===== src/rtl/control_pulsadores_f_i.sv =====
// Front-panel buttons: 2-FF sync, debounce, up/down auto-repeat,
// saturating Corriente/Frecuencia setpoints and F/I selector.
module control_pulsadores_f_i #(
  parameter int DEB_CYCLES = 500000,
  parameter int REP_DELAY  = 25000000,
  parameter int REP_PERIOD = 5000000,
  parameter int I_MAX      = 31,
  parameter int F_MAX      = 7
) (
  input  logic       clk,
  input  logic       rst,
  input  logic       btn_up,
  input  logic       btn_down,
  input  logic       btn_mode,
  output logic [4:0] Corriente,
  output logic [2:0] Frecuencia,
  output logic       selector_F_I,
  output logic       cambio
);

  localparam int DW  = $clog2(DEB_CYCLES);
  localparam int RMX = (REP_DELAY > REP_PERIOD) ?
                       REP_DELAY : REP_PERIOD;
  localparam int TW  = (RMX > 1) ? $clog2(RMX) : 1;

  typedef enum logic [1:0] {
    IDLE,
    DELAY,
    REPEAT
  } rep_e;

  logic [2:0] w_raw;
  logic [2:0] w_press;
  logic [1:0] w_stb;
  logic [1:0] w_step;

  assign w_raw = {btn_mode, btn_down, btn_up};

  // index 0 = up, 1 = down, 2 = mode
  for (genvar g = 0; g < 3; g++) begin : g_deb
    logic          r_s1;
    logic          r_s2;
    logic          r_stb;
    logic          r_stb_q;
    logic [DW-1:0] r_cnt;

    always_ff @(posedge clk or negedge rst) begin
      if (!rst) begin
        r_s1    <= 1'b0;
        r_s2    <= 1'b0;
        r_stb   <= 1'b0;
        r_stb_q <= 1'b0;
        r_cnt   <= '0;
      end else begin
        r_s1    <= w_raw[g];
        r_s2    <= r_s1;
        r_stb_q <= r_stb;
        if (r_s2 == r_stb) begin
          r_cnt <= '0;
        end else if (r_cnt == DW'(DEB_CYCLES - 1)) begin
          r_stb <= r_s2;
          r_cnt <= '0;
        end else begin
          r_cnt <= r_cnt + DW'(1);
        end
      end
    end

    assign w_press[g] = r_stb & ~r_stb_q;

    if (g < 2) begin : g_lvl
      assign w_stb[g] = r_stb;
    end
  end

  for (genvar g = 0; g < 2; g++) begin : g_rep
    rep_e          r_st;
    rep_e          w_st_nxt;
    logic [TW-1:0] r_tmr;
    logic [TW-1:0] w_tmr_nxt;
    logic          w_dly_end;
    logic          w_per_end;
    logic          w_stp;

    assign w_dly_end = (r_tmr == TW'(REP_DELAY - 1));
    assign w_per_end = (r_tmr == TW'(REP_PERIOD - 1));

    always_ff @(posedge clk or negedge rst) begin
      if (!rst) begin
        r_st  <= IDLE;
        r_tmr <= '0;
      end else begin
        r_st  <= w_st_nxt;
        r_tmr <= w_tmr_nxt;
      end
    end

    always_comb begin
      w_st_nxt  = r_st;
      w_tmr_nxt = '0;
      if (!w_stb[g]) begin
        w_st_nxt = IDLE;
      end else begin
        unique case (r_st)
          IDLE: begin
            if (w_press[g]) w_st_nxt = DELAY;
          end
          DELAY: begin
            if (w_dly_end) w_st_nxt = REPEAT;
            else w_tmr_nxt = r_tmr + TW'(1);
          end
          REPEAT: begin
            if (!w_per_end) w_tmr_nxt = r_tmr + TW'(1);
          end
          default: w_st_nxt = IDLE;
        endcase
      end
    end

    always_comb begin
      w_stp = 1'b0;
      if (w_stb[g]) begin
        unique case (r_st)
          IDLE:    w_stp = w_press[g];
          DELAY:   w_stp = w_dly_end;
          REPEAT:  w_stp = w_per_end;
          default: w_stp = 1'b0;
        endcase
      end
    end

    assign w_step[g] = w_stp;
  end

  logic       w_up;
  logic       w_dn;
  logic       w_upd;
  logic       w_sel_nxt;
  logic [4:0] w_cor_nxt;
  logic [2:0] w_frq_nxt;

  // coincident up/down steps cancel each other
  always_comb begin
    w_up      = w_step[0] & ~w_step[1];
    w_dn      = w_step[1] & ~w_step[0];
    w_cor_nxt = Corriente;
    w_frq_nxt = Frecuencia;
    w_sel_nxt = selector_F_I;
    w_upd     = 1'b0;
    unique case (1'b1)
      (w_up && !selector_F_I &&
       Corriente < 5'(I_MAX)): begin
        w_cor_nxt = Corriente + 5'd1;
        w_upd     = 1'b1;
      end
      (w_dn && !selector_F_I &&
       Corriente != 5'd0): begin
        w_cor_nxt = Corriente - 5'd1;
        w_upd     = 1'b1;
      end
      (w_up && selector_F_I &&
       Frecuencia < 3'(F_MAX)): begin
        w_frq_nxt = Frecuencia + 3'd1;
        w_upd     = 1'b1;
      end
      (w_dn && selector_F_I &&
       Frecuencia != 3'd0): begin
        w_frq_nxt = Frecuencia - 3'd1;
        w_upd     = 1'b1;
      end
      default: ;
    endcase
    if (w_press[2]) begin
      w_sel_nxt = ~selector_F_I;
      w_upd     = 1'b1;
    end
  end

  always_ff @(posedge clk or negedge rst) begin
    if (!rst) begin
      Corriente    <= '0;
      Frecuencia   <= '0;
      selector_F_I <= 1'b0;
      cambio       <= 1'b0;
    end else begin
      Corriente    <= w_cor_nxt;
      Frecuencia   <= w_frq_nxt;
      selector_F_I <= w_sel_nxt;
      cambio       <= w_upd;
    end
  end

endmodule

===== config.mk =====
export PLATFORM = sky130hd
export DESIGN_NAME = control_pulsadores_f_i
export DESIGN_NICKNAME = d
export VERILOG_FILES = /design/src/rtl/control_pulsadores_f_i.sv
export SDC_FILE = /design/constraint.sdc
export NUM_CORES = 1
export LEC_CHECK = 0
export ABC_AREA = 1
export CAP_MARGIN = 20
export CORE_AREA = 2 2 148 150
export CTS_CLUSTER_SIZE = 10
export DETAILED_ROUTE_END_ITERATION = 12
export DIE_AREA = 0 0 150 152
export SLEW_MARGIN = 20
export SYNTH_ARGS = -nofsm -noshare
export SYNTH_HDL_FRONTEND = slang
export SYNTH_SLANG_ARGS = --single-unit

===== constraint.sdc =====
create_clock -name clk -period 5.4 [get_ports clk]
set_clock_uncertainty 0.15 [all_clocks]
set_input_delay 0.81 -clock clk [delete_from_list [all_inputs] [get_ports clk]]
set_output_delay 0.81 -clock clk [all_outputs]
set_load 0.05 [all_outputs]

# Yosys cells after proc, flatten, opt, wreduce, memory -nomap -nowiden
# Index checks and enable logic that the tools add are counted.
# Widths: inputs -> output; s select.
[word_totals] reg_bits=133 inputBits=5 out_inout_bits=10 word_cells=119
[classes] add_sub_neg=9 magnitude_cmp=2 n_eq_ne=20 n_mux=30 bitwise_logic=14 reduce_logical=21
[op_table] operator="$mux 25" count=6
[op_table] operator="$mux 19" count=6
[op_table] operator="$pmux 25 s2" count=2
[op_table] operator="$add 19x1->19 const B" count=3
[op_table] operator="$eq 19x19->1 const B" count=3
[op_table] operator="$add 25x1->25 const B" count=2
[op_table] operator="$eq 25x23->1 const B" count=2
[op_table] operator="$eq 25x25->1 const B" count=2
[op_table] operator="$mux 2" count=6
[op_table] operator="$ne 3x3->1 const B" count=4
[op_table] operator="$pmux 2 s3" count=2
[op_table] operator="$pmux 5 s2" count=1
[op_table] operator="$not 1->1" count=9
[op_table] operator="$logic_and 1x1->1" count=8
[op_table] operator="$pmux 1 s3" count=2
[op_table] operator="$pmux 3 s2" count=1
[op_table] operator="$reduce_and 2->1" count=3
[op_table] operator="$reduce_and 3->1" count=2
[op_table] operator="$add 5x1->5 const B" count=1
[op_table] operator="$and 1x1->1" count=5
[op_table] operator="$lt 5x5->1 const B" count=1
[op_table] operator="$reduce_bool 5->1" count=1
[op_table] operator="$sub 5x1->5 const B" count=1
[op_table] operator="$eq 2x1->1 const B" count=2
[op_table] operator="12 further kinds" count=21

# Longest topological paths before layout
# Gate-level depths: netlist of run 1.
[logic_depth] word_depth=11 depth_mapped=19 depth_no_buf=19

# Least setup slack after synthesis of run 1
# OpenSTA, ideal clock, no wires.
[synth_path] path_type="register -> register" start="register g_rep[0].r_tmr[0]" end="register Corriente[4]" setup_time_ns=0.119 arrival_ns=2.291 required_ns=5.131 slack_ns=2.840 path_stages_with_launch=19 n_path_buf=0 period_less_slack_ns=2.560 path_cell_list="dfrtp_1 -> ha_1 -> nand2_1 -> nor2_1 -> nand3_1 -> nor2_1 -> nand3_1 -> nand3_2 -> nand2_4 -> nand3_4 -> inv_1 -> ha_1 -> a21o_1 -> a31oi_1 -> inv_1 -> nand4_1 -> nand3_1 -> nand2_1 -> nand2_1"
[synth_between] elab_chain_cells=8 elab_cells_between_ends=13 classes_between="eq/ne (2); mux (3); bitwise (3); reduce/logical (5)"
[synth_rtl] item="from (decl)" line="79" text="logic [TW-1:0] r_tmr;"
[synth_rtl] item="from (signal assigned)" line="94" text="r_tmr <= w_tmr_nxt;"
[synth_rtl] item="$eq 25x23->1 or $eq 25x25->1 (tied branches)" line="86, 85"
[synth_rtl] item="$pmux 1 s3 (*)" line="123" text="unique case (r_st)"
[synth_rtl] item="$mux 1 (*)" line="122" text="if (w_stb[g]) begin"
[synth_rtl] item="$not 1->1" line="145" text="w_dn = w_step[1] & ~w_step[0];"
[synth_rtl] item="$and 1x1->1" line="145"
[synth_rtl] item="$logic_and 1x1->1 (2 in a row)" line="156" text="(w_dn && !selector_F_I &&"
[synth_rtl] item="$pmux 5 s2 or $reduce_bool 2->1 (tied branches)"
[synth_rtl] item="to (signal assigned)" line="186" text="Corriente <= w_cor_nxt;"
[synth_rtl] item="to (decl)" line="15" text="output logic [4:0] Corriente,"
# Every way passes the cells marked *; elsewhere a longest branch is shown, timed or not.
# A chain may end at the register's enable or synchronous reset.

# Worst setup path in the final report of run 1
[layout_path] start="register g_rep[1].r_tmr[0]" end="register Corriente[4]"
[layout_between] elab_chain_cells=8 elab_cells_between_ends=13 classes_between="eq/ne (2); mux (3); bitwise (3); reduce/logical (5)"
[layout_rtl] item="from (decl)" line="79"
[layout_rtl] item="from (signal assigned)" line="94"
[layout_rtl] item="$eq 25x23->1 or $eq 25x25->1 (tied branches)" line="86, 85"
[layout_rtl] item="$pmux 1 s3 (*)" line="123"
[layout_rtl] item="$mux 1 (*)" line="122"
[layout_rtl] item="$not 1->1" line="144" text="w_up = w_step[0] & ~w_step[1];"
[layout_rtl] item="$and 1x1->1" line="144"
[layout_rtl] item="$logic_and 1x1->1 (2 in a row)" line="151" text="(w_up && !selector_F_I &&"
[layout_rtl] item="$pmux 5 s2 or $reduce_bool 2->1 (tied branches)"
# Marked as above.

==> results of run 1 <==
-- through the flow --
step                worst slack (ns)  instances  hold slack, ns  instance area (µm²)  util (%)
finish                          2.59       1144           0.199                 8190      38.4
global route                    2.27       1144           0.214                 8190      38.4
CTS                             2.57       1144           0.203                 8190      38.4
detailed placement              2.59       1112           0.189                 7590      35.5
global placement                2.69       1112           0.184                 7590      35.5
floorplan                       2.84        824           0.181                 7120         -
-- registers in the layout, summed over array words and instances, names as in the netlist --
signal and count:
g_deb.r_s1 3, selector_F_I 1, g_rep.r_st 4, cambio 1, g_deb.r_s2 3, Corriente 5
Frecuencia 3, g_deb.r_stb_q 3, g_deb.r_cnt 57, g_rep.r_tmr 50, g_deb.r_stb 3
-- Yosys cell counts (12+ instances only) --
cell type  number
nor2_1        123
nor3_1         27
nand2_1       119
a21oi_1        34
nand3_1        50
xor2_1         33
o21ai_0        17
nor2_2         12
inv_1         104
nor3b_1        12
dfrtp_1       133
xnor2_1        14
nand4_1        23
ha_1           18
-- path summary, 6_finish.rpt --
path | start | cells past startpoint | endpoint | slack (ns)
hold / removal | g_deb[0].r_s1 | 0 | g_deb[0].r_s2 | 0.20
setup reg to reg | g_rep[1].r_tmr[0] | 19 | Corriente[4] | 2.59
min in group asynchronous | rst | 1 | g_deb[1].r_cnt[11] | 0.33
setup / recovery | g_rep[1].r_tmr[0] | 19 | Corriente[4] | 2.59
max in group asynchronous | rst | 2 | g_rep[0].r_tmr[19] | 3.72
hold reg to reg | g_deb[0].r_s1 | 0 | g_deb[0].r_s2 | 0.20
-- per-layer routing --
layer	part of all wire [%]	wire, µm	GRT usage [%]	vias to the layer above
li1	-	-	-	2743
met1	48	6600	16.9	2470
met2	47	6430	21.2	62
met3	2.4	327	3.39	16
met4	1.9	255	5.03	0
met5	0	0	0	-
-- power groups by stage --
stage | logic (µW) | clock network (µW) | registers, µW
floorplan | 15.8 | 0 | 1030
global placement | 44.8 | 0 | 1030
detailed placement | 45.3 | 0 | 1030
CTS | 45.6 | 1210 | 1010
global route | 51.8 | 1250 | 1010
finish | 42.6 | 1180 | 1010
-- worst reg2reg max path: stages (launching register included) --
cell,delay (ns)
dfrtp_1,0.37
ha_1,0.21
nand2_1,0.08
nor2_1,0.10
nand3_1,0.09
nor2_1,0.13
nand3_1,0.08
nand3_1,0.11
nand2_2,0.09
clkinv_2,0.09
nand3_4,0.09
inv_1,0.12
ha_1,0.28
a21o_1,0.18
a31oi_1,0.19
inv_1,0.06
nand4_1,0.10
nand3_1,0.09
nand2_1,0.06
nand2_1,0.04
-- cell type report --
| cell class | count | area, µm² | area share, % |
|---|---|---|---|
| inverters | 111 | 418 | 5.10 |
| repair buffers | 15 | 149 | 1.82 |
| clock buffers | 19 | 453 | 5.53 |
| well taps | 280 | 350 | 4.28 |
| flip-flops and latches | 133 | 3330 | 40.6 |
| clock inverters | 13 | 149 | 1.82 |
| multi-input cells | 573 | 3340 | 40.8 |
-- logic make-up (layout without fill, tap and decap cells) --
kind of cell | count (synthesis) | after routing | share of synthesized area (%)
muxes | 3 | 3 | 0.474
AOI/OAI and AO/OA | 75 | 75 | 5.92
adders and majority gates | 20 | 20 | 3.72
xor gates and xnor gates | 47 | 47 | 5.78
and+or+nand+nor | 428 | 428 | 31.1
buffers and inverters | 118 | 158 | 6.34
DFF | 133 | 133 | 46.7
==> impl_metrics.ini, run 1 <==
[floorplan]
die_y_um = 152
floorplan.initialDensity_pct = 33.4
ios = 15
fp.dieArea_mm2 = 0.0228
core_area_mm2 = 0.0214
std_cell_rows = 54
fp.dieW_um = 150

[detailed_routing]
via_count = 5291
wire_per_inst_um = 11.9
dr.pass1.iters = 5
ant_nets = 0
wl_um = 13600
drc = 0
avgViaCountPerCell = 4.63
drtIter0Drc = 234

[pwr]
pwr-share-seq_pct = 45.3
swShare_pct = 22.7
p_leak_uw = 0.00357
power_density_mw_per_mm2 = 272
p_clk_share_pct = 52.8
vdd_ir_drop_max_uv = 161
p_comb_share_pct = 1.9
power_switching_uw = 505
p_int_uw = 1720
total_power_uw = 2230

[clock_network]
clkSinkCount = 133
cts.reportedPaths.clkPinSlew_ns = 0.06
insertion_delay_ns = 0.43
post_cts_resize_count = 0
cts_setup_buffers = 0
cts-buffers-inserted = 17
root_buffer = clkbuf_16
postCtsHoldBufs = 0
cts_buffer_depth = 2
cts_max_level = 4
cts_tree = done

[sta]
fin_tns_setup_ns = 0
period_needed_ns = 2.81
finalCritPeriodShare_pct = 52.1
grt_setup_unrepaired = no
hold_violations = 0
fmax_mhz = 356
tightest_slew_ns = 0.995
setup_violations = 0
slew_viol_final = 0
relSlewSlack_pct = 33.5

[finish]
layout_commonest_cell = dfrtp_1
fillerInstances = 2201
drive_above_1_share_pct = 12.3
area_growth_pct = 15.0
fin_nets = 876
final_cell_mix = dfrtp_1, nor2_1, nand2_1, inv_1, nand3_1
antenna_cells = 0

[setup_path]
crit_family = simple AND/OR/NAND/NOR gates
cp.arrival_ns = 2.98
criticalPathCategory = reg2reg
worstPathCellList = ha_1, nand2_1, nor2_1, nand3_1, nor2_1, nand3_1, nand3_1, nand2_2, clkinv_2, nand3_4, inv_1, ha_1, a21o_1, a31oi_1, inv_1, nand4_1, nand3_1, nand2_1, nand2_1
path_buf_inv = 3
cp_data_required_time_ns = 5.57
path_common_cell = nand3_1
slowest_delay_ns = 0.37
crit_slowest_cell = dfrtp_1
end_kind = register
critPathLaunchType = register
critPathMaxFanout = 4

[global_routing]
grt_overflow = 0
grt_pass1_wl_um = 24400
grt_max_degree = 100
antenna_found_initial = 0
first_global_vias = 5248
globalRouteTotalUtil_pct = 13.1

[yosys]
syn_avg_cell_area_um2 = 8.65
synth_edf_count = 0
yosys_warnings = 0
ys_ff_latch = 133
synth_flop_cell = dfrtp_1
synth_top_area_share_pct = 46.7
synth_cells = 824
synthArstFlopShare_pct = 100
synthesis.nets = 849
synth_top_area_cell = dfrtp_1
syn_area_mm2 = 0.00712
netlist_top_cells_area = dfrtp_1, nor2_1, nand2_1
seq_area_frac_synth_pct = 46.7
yosysUniqueCellTypes = 45

[min_path]
hold_class = reg2reg

[placed_design]
hpwl_um = 9470
port_buffers = 14
gp_congestion = 0.777

[run_status]
status = completed

[job]
max_cap_viol_count = 0
No activity file was read; power rests on OpenSTA's default activity.
==> inputs of run 2 (changes only) <==
==> constraint.sdc (replaced) <==
create_clock -name clk -period 2.8 [get_ports clk]
set_clock_uncertainty 0.15 [all_clocks]
set_input_delay 0.42 -clock clk [delete_from_list [all_inputs] [get_ports clk]]
set_output_delay 0.42 -clock clk [all_outputs]
set_load 0.05 [all_outputs]
==> run 2 against run 1 <==
Compared with the run above:
- die area unchanged
- utilization up 0.93 points
- final cell count up 1.6%
- worst setup slack worse by 2.5 ns
- total power up 89%
- first-iteration DRC count up 7.3%
- largest cell class unchanged
==> impl_metrics.ini, run 2 (same netlist as run 1, synthesis figures left out) <==
[min_path]
worstHoldEndpoint = g_deb[0].r_s2
hold_class = reg2reg
hp-start = g_deb[0].r_s1
min_path_cells = 0

[setup_path]
r2r-end = Corriente[4]
worstRegToRegCells = 19
cp_data_required_time_ns = 2.96
end_kind = register
cp.arrival_ns = 2.83
critPathLaunchType = register
r2r_slack_ns = 0.13
r2r_start = g_rep[1].r_tmr[0]
critPathMaxFanout = 3
criticalPathCategory = reg2reg

[sta]
worst_slack_ns = 0.130
setup_violations = 0
tightest_slew_ns = 0.598
fmax_mhz = 374
hold_violations = 0
finalCritPeriodShare_pct = 95.4
grt_setup_unrepaired = yes
period_needed_ns = 2.67
slew_viol_final = 0
relSlewSlack_pct = 60.1

[pwr]
vdd_ir_drop_max_uv = 323
total_power_uw = 4210
p_leak_uw = 0.00365
power_density_mw_per_mm2 = 502

[detailed_routing]
avgViaCountPerCell = 4.66
dr.pass1.iters = 5
drc = 0
wl_met3_um = 302
wl_um = 13600
met2_length_um = 6500
highest_layer = met4
drt-met1-wl_um = 6550
via_count = 5419
ant_nets = 0
drtIter0Drc = 251
wire_per_inst_um = 11.7

[clock_network]
insertion_delay_ns = 0.42
cts_buffer_depth = 2
cts_max_level = 4
cts-buffers-inserted = 17
cts_tree = done
clkSinkCount = 133
root_buffer = clkbuf_16
cts.reportedPaths.clkPinSlew_ns = 0.06

[finish]
top_regs = g_deb.r_cnt x57, g_rep.r_tmr x50, Corriente x5
fin_nets = 894
drive_above_1_share_pct = 15.8
final_cell_mix = dfrtp_1, nand2_1, nor2_1, inv_1, nand3_1
largest_register = g_deb.r_cnt
area_growth_pct = 17.8
layout_commonest_cell = dfrtp_1
antenna_cells = 0
finish.utilization_pct = 39.3
largest_register_ffs = 57
fin_cells = 1162

[floorplan]
std_cell_rows = 54
ios = 15
fp.dieArea_mm2 = 0.0228
fp.dieW_um = 150
core_area_mm2 = 0.0214
floorplan.initialDensity_pct = 33.4
die_y_um = 152

[global_routing]
grt_pass1_wl_um = 24200
grt_overflow = 0
grt_max_degree = 62
globalRouteTotalUtil_pct = 12.9
antenna_found_initial = 0
first_global_vias = 5305

[placed_design]
dp_cells = 1124
port_buffers = 14
hpwl_um = 9640
gp_congestion = 0.806
dp_slack_ns = 0.0833

[job]
max_cap_viol_count = 0

[run_status]
status = completed
## run 2: worst max-delay path: stages (launching register included)
cell and delay [ns]:
dfrtp_1 0.38, ha_2 0.21, nand2_2 0.06, nor2_1 0.10, nand3_1 0.13, nor2_2 0.15, nand3_1 0.08, nand3_1 0.09
nand2_2 0.10, inv_4 0.09, nand3_4 0.07, inv_2 0.09, ha_4 0.22, a21o_1 0.18, a31oi_4 0.17, inv_2 0.04
nand4_1 0.08, nand3_1 0.08, nand2_1 0.06, nand2_1 0.05
## run 2: worst max path at each step
| stage | startpoint | slack, ns | end | cells after the start |
|---|---|---|---|---|
| floorplan | g_rep[0].r_tmr[0] | 0.24 | Corriente[4] | 18 |
| finish | g_rep[1].r_tmr[0] | 0.13 | Corriente[4] | 19 |
| global route | g_rep[1].r_tmr[0] | -0.11 | Corriente[4] | 19 |
| CTS | g_rep[0].r_tmr[0] | 0.07 | Corriente[4] | 18 |
| global placement | g_rep[0].r_tmr[0] | 0.13 | Corriente[4] | 18 |
| detailed placement | g_rep[0].r_tmr[0] | 0.08 | Corriente[4] | 18 |
## run 2: through the flow
stage               setup TNS (ns)  hold WS [ns]  area, µm²
finish                           0         0.204       8390
global route                -0.128         0.212       8390
CTS                              0         0.204       8290
detailed placement               0         0.190       7690
global placement                 0         0.191       7690
floorplan                        0       -0.0256       7120
## run 2: final cells by class
cell class              instances  area, µm²
well taps                     280        350
repair buffers                 33        303
flip-flops and latches        133       3330
clock buffers                  17        425
clock inverters                15        158
inverters                     111        419
multi-input cells             573       3410
fillers                      2178      13000
## run 2: per-layer routing
metal	track usage, %	vias up
met3	2.64	21
met1	17.0	2563
li1	-	2780
met5	0	-
met4	5.39	0
met2	20.6	55
## run 2: power by group
group | total (µW) | switching (µW) | leakage [µW] | internal, µW
Combinational | 87.4 | 63.6 | 0.00153 | 23.8
Sequential | 1950 | 9.98 | 0.00184 | 1940
Clock | 2180 | 989 | 0.000284 | 1190
Total | 4210 | 1060 | 0.00365 | 3150
## run 2: repair_timing
action	in CTS	in global routing
hold buffers	1	0
endpoints found under the setup margin	0	1
setup buffers	0	5
resized for setup	0	20
hold endpoints to repair	58	0
==> inputs of run 3 (changes only) <==
--- a/config.mk
+++ b/config.mk
@@ -11,6 +11,7 @@
 export CTS_CLUSTER_SIZE = 10
 export DETAILED_ROUTE_END_ITERATION = 12
 export DIE_AREA = 0 0 150 152
+export REMOVE_ABC_BUFFERS = 1
 export SLEW_MARGIN = 20
 export SYNTH_ARGS = -nofsm -noshare
 export SYNTH_HDL_FRONTEND = slang
==> run 3 against run 2 <==
Compared with the run above:
- global-route usage increased by 0.080 points
- cell area is 0.33% lower
- via count fell by 0.26%
- sequential share of layout area increased by 0.13 points
- critical path depth unchanged
- maximum frequency increased by 2.1%
- sequential power barely moved
- flip-flop and latch count did not move
- final cell count down 0.26%
==> impl_metrics.ini, run 3 (same netlist as run 1, synthesis figures left out) <==
[setup_path]
r2r-end = Corriente[4]
critPathMaxFanout = 4
worstRegToRegCells = 19
r2r_slack_ns = 0.19
end_kind = register
r2r_start = g_rep[1].r_tmr[0]
slowest_delay_ns = 0.40
path_common_cell = nand3_1
critPathLaunchType = register
crit_slowest_cell = dfrtp_1
crit_end = Corriente[4]
critPathLaunch = g_rep[1].r_tmr[0]
criticalPathCategory = reg2reg
worstPathCellList = ha_4, nand2_2, nor2_1, nand3_1, nor2_1, nand3_1, nand3_2, nand2_4, inv_4, nand3_4, inv_4, ha_4, a21o_1, a31oi_2, inv_1, nand4_1, nand3_1, nand2_1, nand2_1
cp_data_required_time_ns = 2.96
cp.arrival_ns = 2.78

[pwr]
p_clk_share_pct = 50.5
p_int_uw = 3200
p_leak_uw = 0.00362
swShare_pct = 22.1
power_switching_uw = 909
power_density_mw_per_mm2 = 491
pwr-share-seq_pct = 47.5
vdd_ir_drop_max_uv = 397
p_comb_share_pct = 2.1

[min_path]
hold_class = reg2reg
hp-start = g_deb[2].r_s1

[clock_network]
cts_max_level = 4
insertion_delay_ns = 0.43
cts.reportedPaths.clkPinSlew_ns = 0.05
cts_tree = done
root_buffer = clkbuf_16
clkSinkCount = 133
cts-buffers-inserted = 17
cts_buffer_depth = 2

[finish]
fin_cells = 1159
top_regs = g_deb.r_cnt x57, g_rep.r_tmr x50, Corriente x5
layout_commonest_cell = dfrtp_1
largest_register_ffs = 57
largest_register = g_deb.r_cnt
fin_nets = 892
seq_area_mm2 = 0.00333
area_growth_pct = 17.4
fillerInstances = 2204
multi_input_area_mm2 = 0.00343
drive_above_1_share_pct = 15.0
final_cell_mix = dfrtp_1, nor2_1, nand2_1, inv_1, nand3_1
postLayoutCellArea_mm2 = 0.00836
finish.utilization_pct = 39.2
antenna_cells = 0

[sta]
slew_viol_final = 0
setup_violations = 0
grt_setup_unrepaired = yes
tightest_slew_ns = 0.497
fmax_mhz = 382
period_needed_ns = 2.61
relSlewSlack_pct = 66.7
hold_slack_ns = 0.196
finalCritPeriodShare_pct = 93.4
worst_slack_ns = 0.186
hold_violations = 0

[floorplan]
floorplan.initialDensity_pct = 33.4
ios = 15
die_y_um = 152
std_cell_rows = 54
core_area_mm2 = 0.0214
fp.dieW_um = 150
fp.dieArea_mm2 = 0.0228

[job]
max_cap_viol_count = 0

[run_status]
status = completed

[placed_design]
placed_cell_area_mm2 = 0.00768
hpwl_um = 9730
dp_cells = 1123
port_buffers = 14
gp_congestion = 0.793
dp_slack_ns = 0.0206

[detailed_routing]
drc = 0
drtIter0Drc = 285
wl_um = 13700
avgViaCountPerCell = 4.66
wire_per_inst_um = 11.8
ant_nets = 0
via_count = 5405
dr.pass1.iters = 7

[global_routing]
grt_max_degree = 69
first_global_vias = 5301
grt_overflow = 0
globalRouteTotalUtil_pct = 13.0
antenna_found_initial = 0
grt_pass1_wl_um = 24300
run 3: layer usage:
metal  share of wire (%)  global-route usage [%]  wire [µm]  up-vias
li1                    -                       -          -     2772
met1                  50                    17.7       6800     2560
met2                  46                    20.1       6310       58
met3                 2.9                    3.00        391       15
met4                 1.5                    4.99        210        0
met5                   0                       0          0        -
run 3: layout make-up:
type	count	area share, %
multi-input cells	573	41.0
flip-flops and latches	133	39.8
clock buffers	19	5.30
inverters	111	5.04
well taps	280	4.19
repair buffers	31	3.40
clock inverters	12	1.29
run 3: worst min-delay path by stage:
| stage | end | cells after the start |
|---|---|---|
| after floorplan | Corriente[0] | 0 |
| after global placement | g_deb[2].r_s2 | 0 |
| after detailed placement | g_deb[2].r_s2 | 0 |
| after CTS | g_deb[2].r_s2 | 0 |
| after global routing | g_deb[2].r_s2 | 0 |
| final | g_deb[2].r_s2 | 0 |
run 3: per-stage QoR:
step                      setup TNS (ns)  total power [µW]
after detailed placement               0              2070
after floorplan                        0              2010
after CTS                              0              4160
after global routing             -0.0152              4260
after global placement                 0              2070
final                                  0              4110
run 3: power by group through the flow:
stage / Sequential (µW) / Combinational, µW / Clock (µW)
floorplan: 1980 / 30.4 / 0
global placement: 1980 / 88.8 / 0
detailed placement: 1980 / 88.7 / 0
CTS: 1950 / 90.3 / 2120
global route: 1950 / 102 / 2210
finish: 1950 / 85.0 / 2070
run 3: critical path, delay by kind of cell (launching register included):
family / cells / cell delay [ns]
simple gates: 12 / 1.04
buf+inv: 3 / 0.24
flops: 1 / 0.40
compound gates: 2 / 0.31
fa+ha+maj: 2 / 0.36
run 3: what timing repair did:
item,4_1_cts,5_1_grt
hold buffers,1,0
pin swaps,0,9
buffers inserted,0,4
gates resized for setup,1,17
endpoints found under the setup margin,1,2
endpoints found under the hold margin,42,0
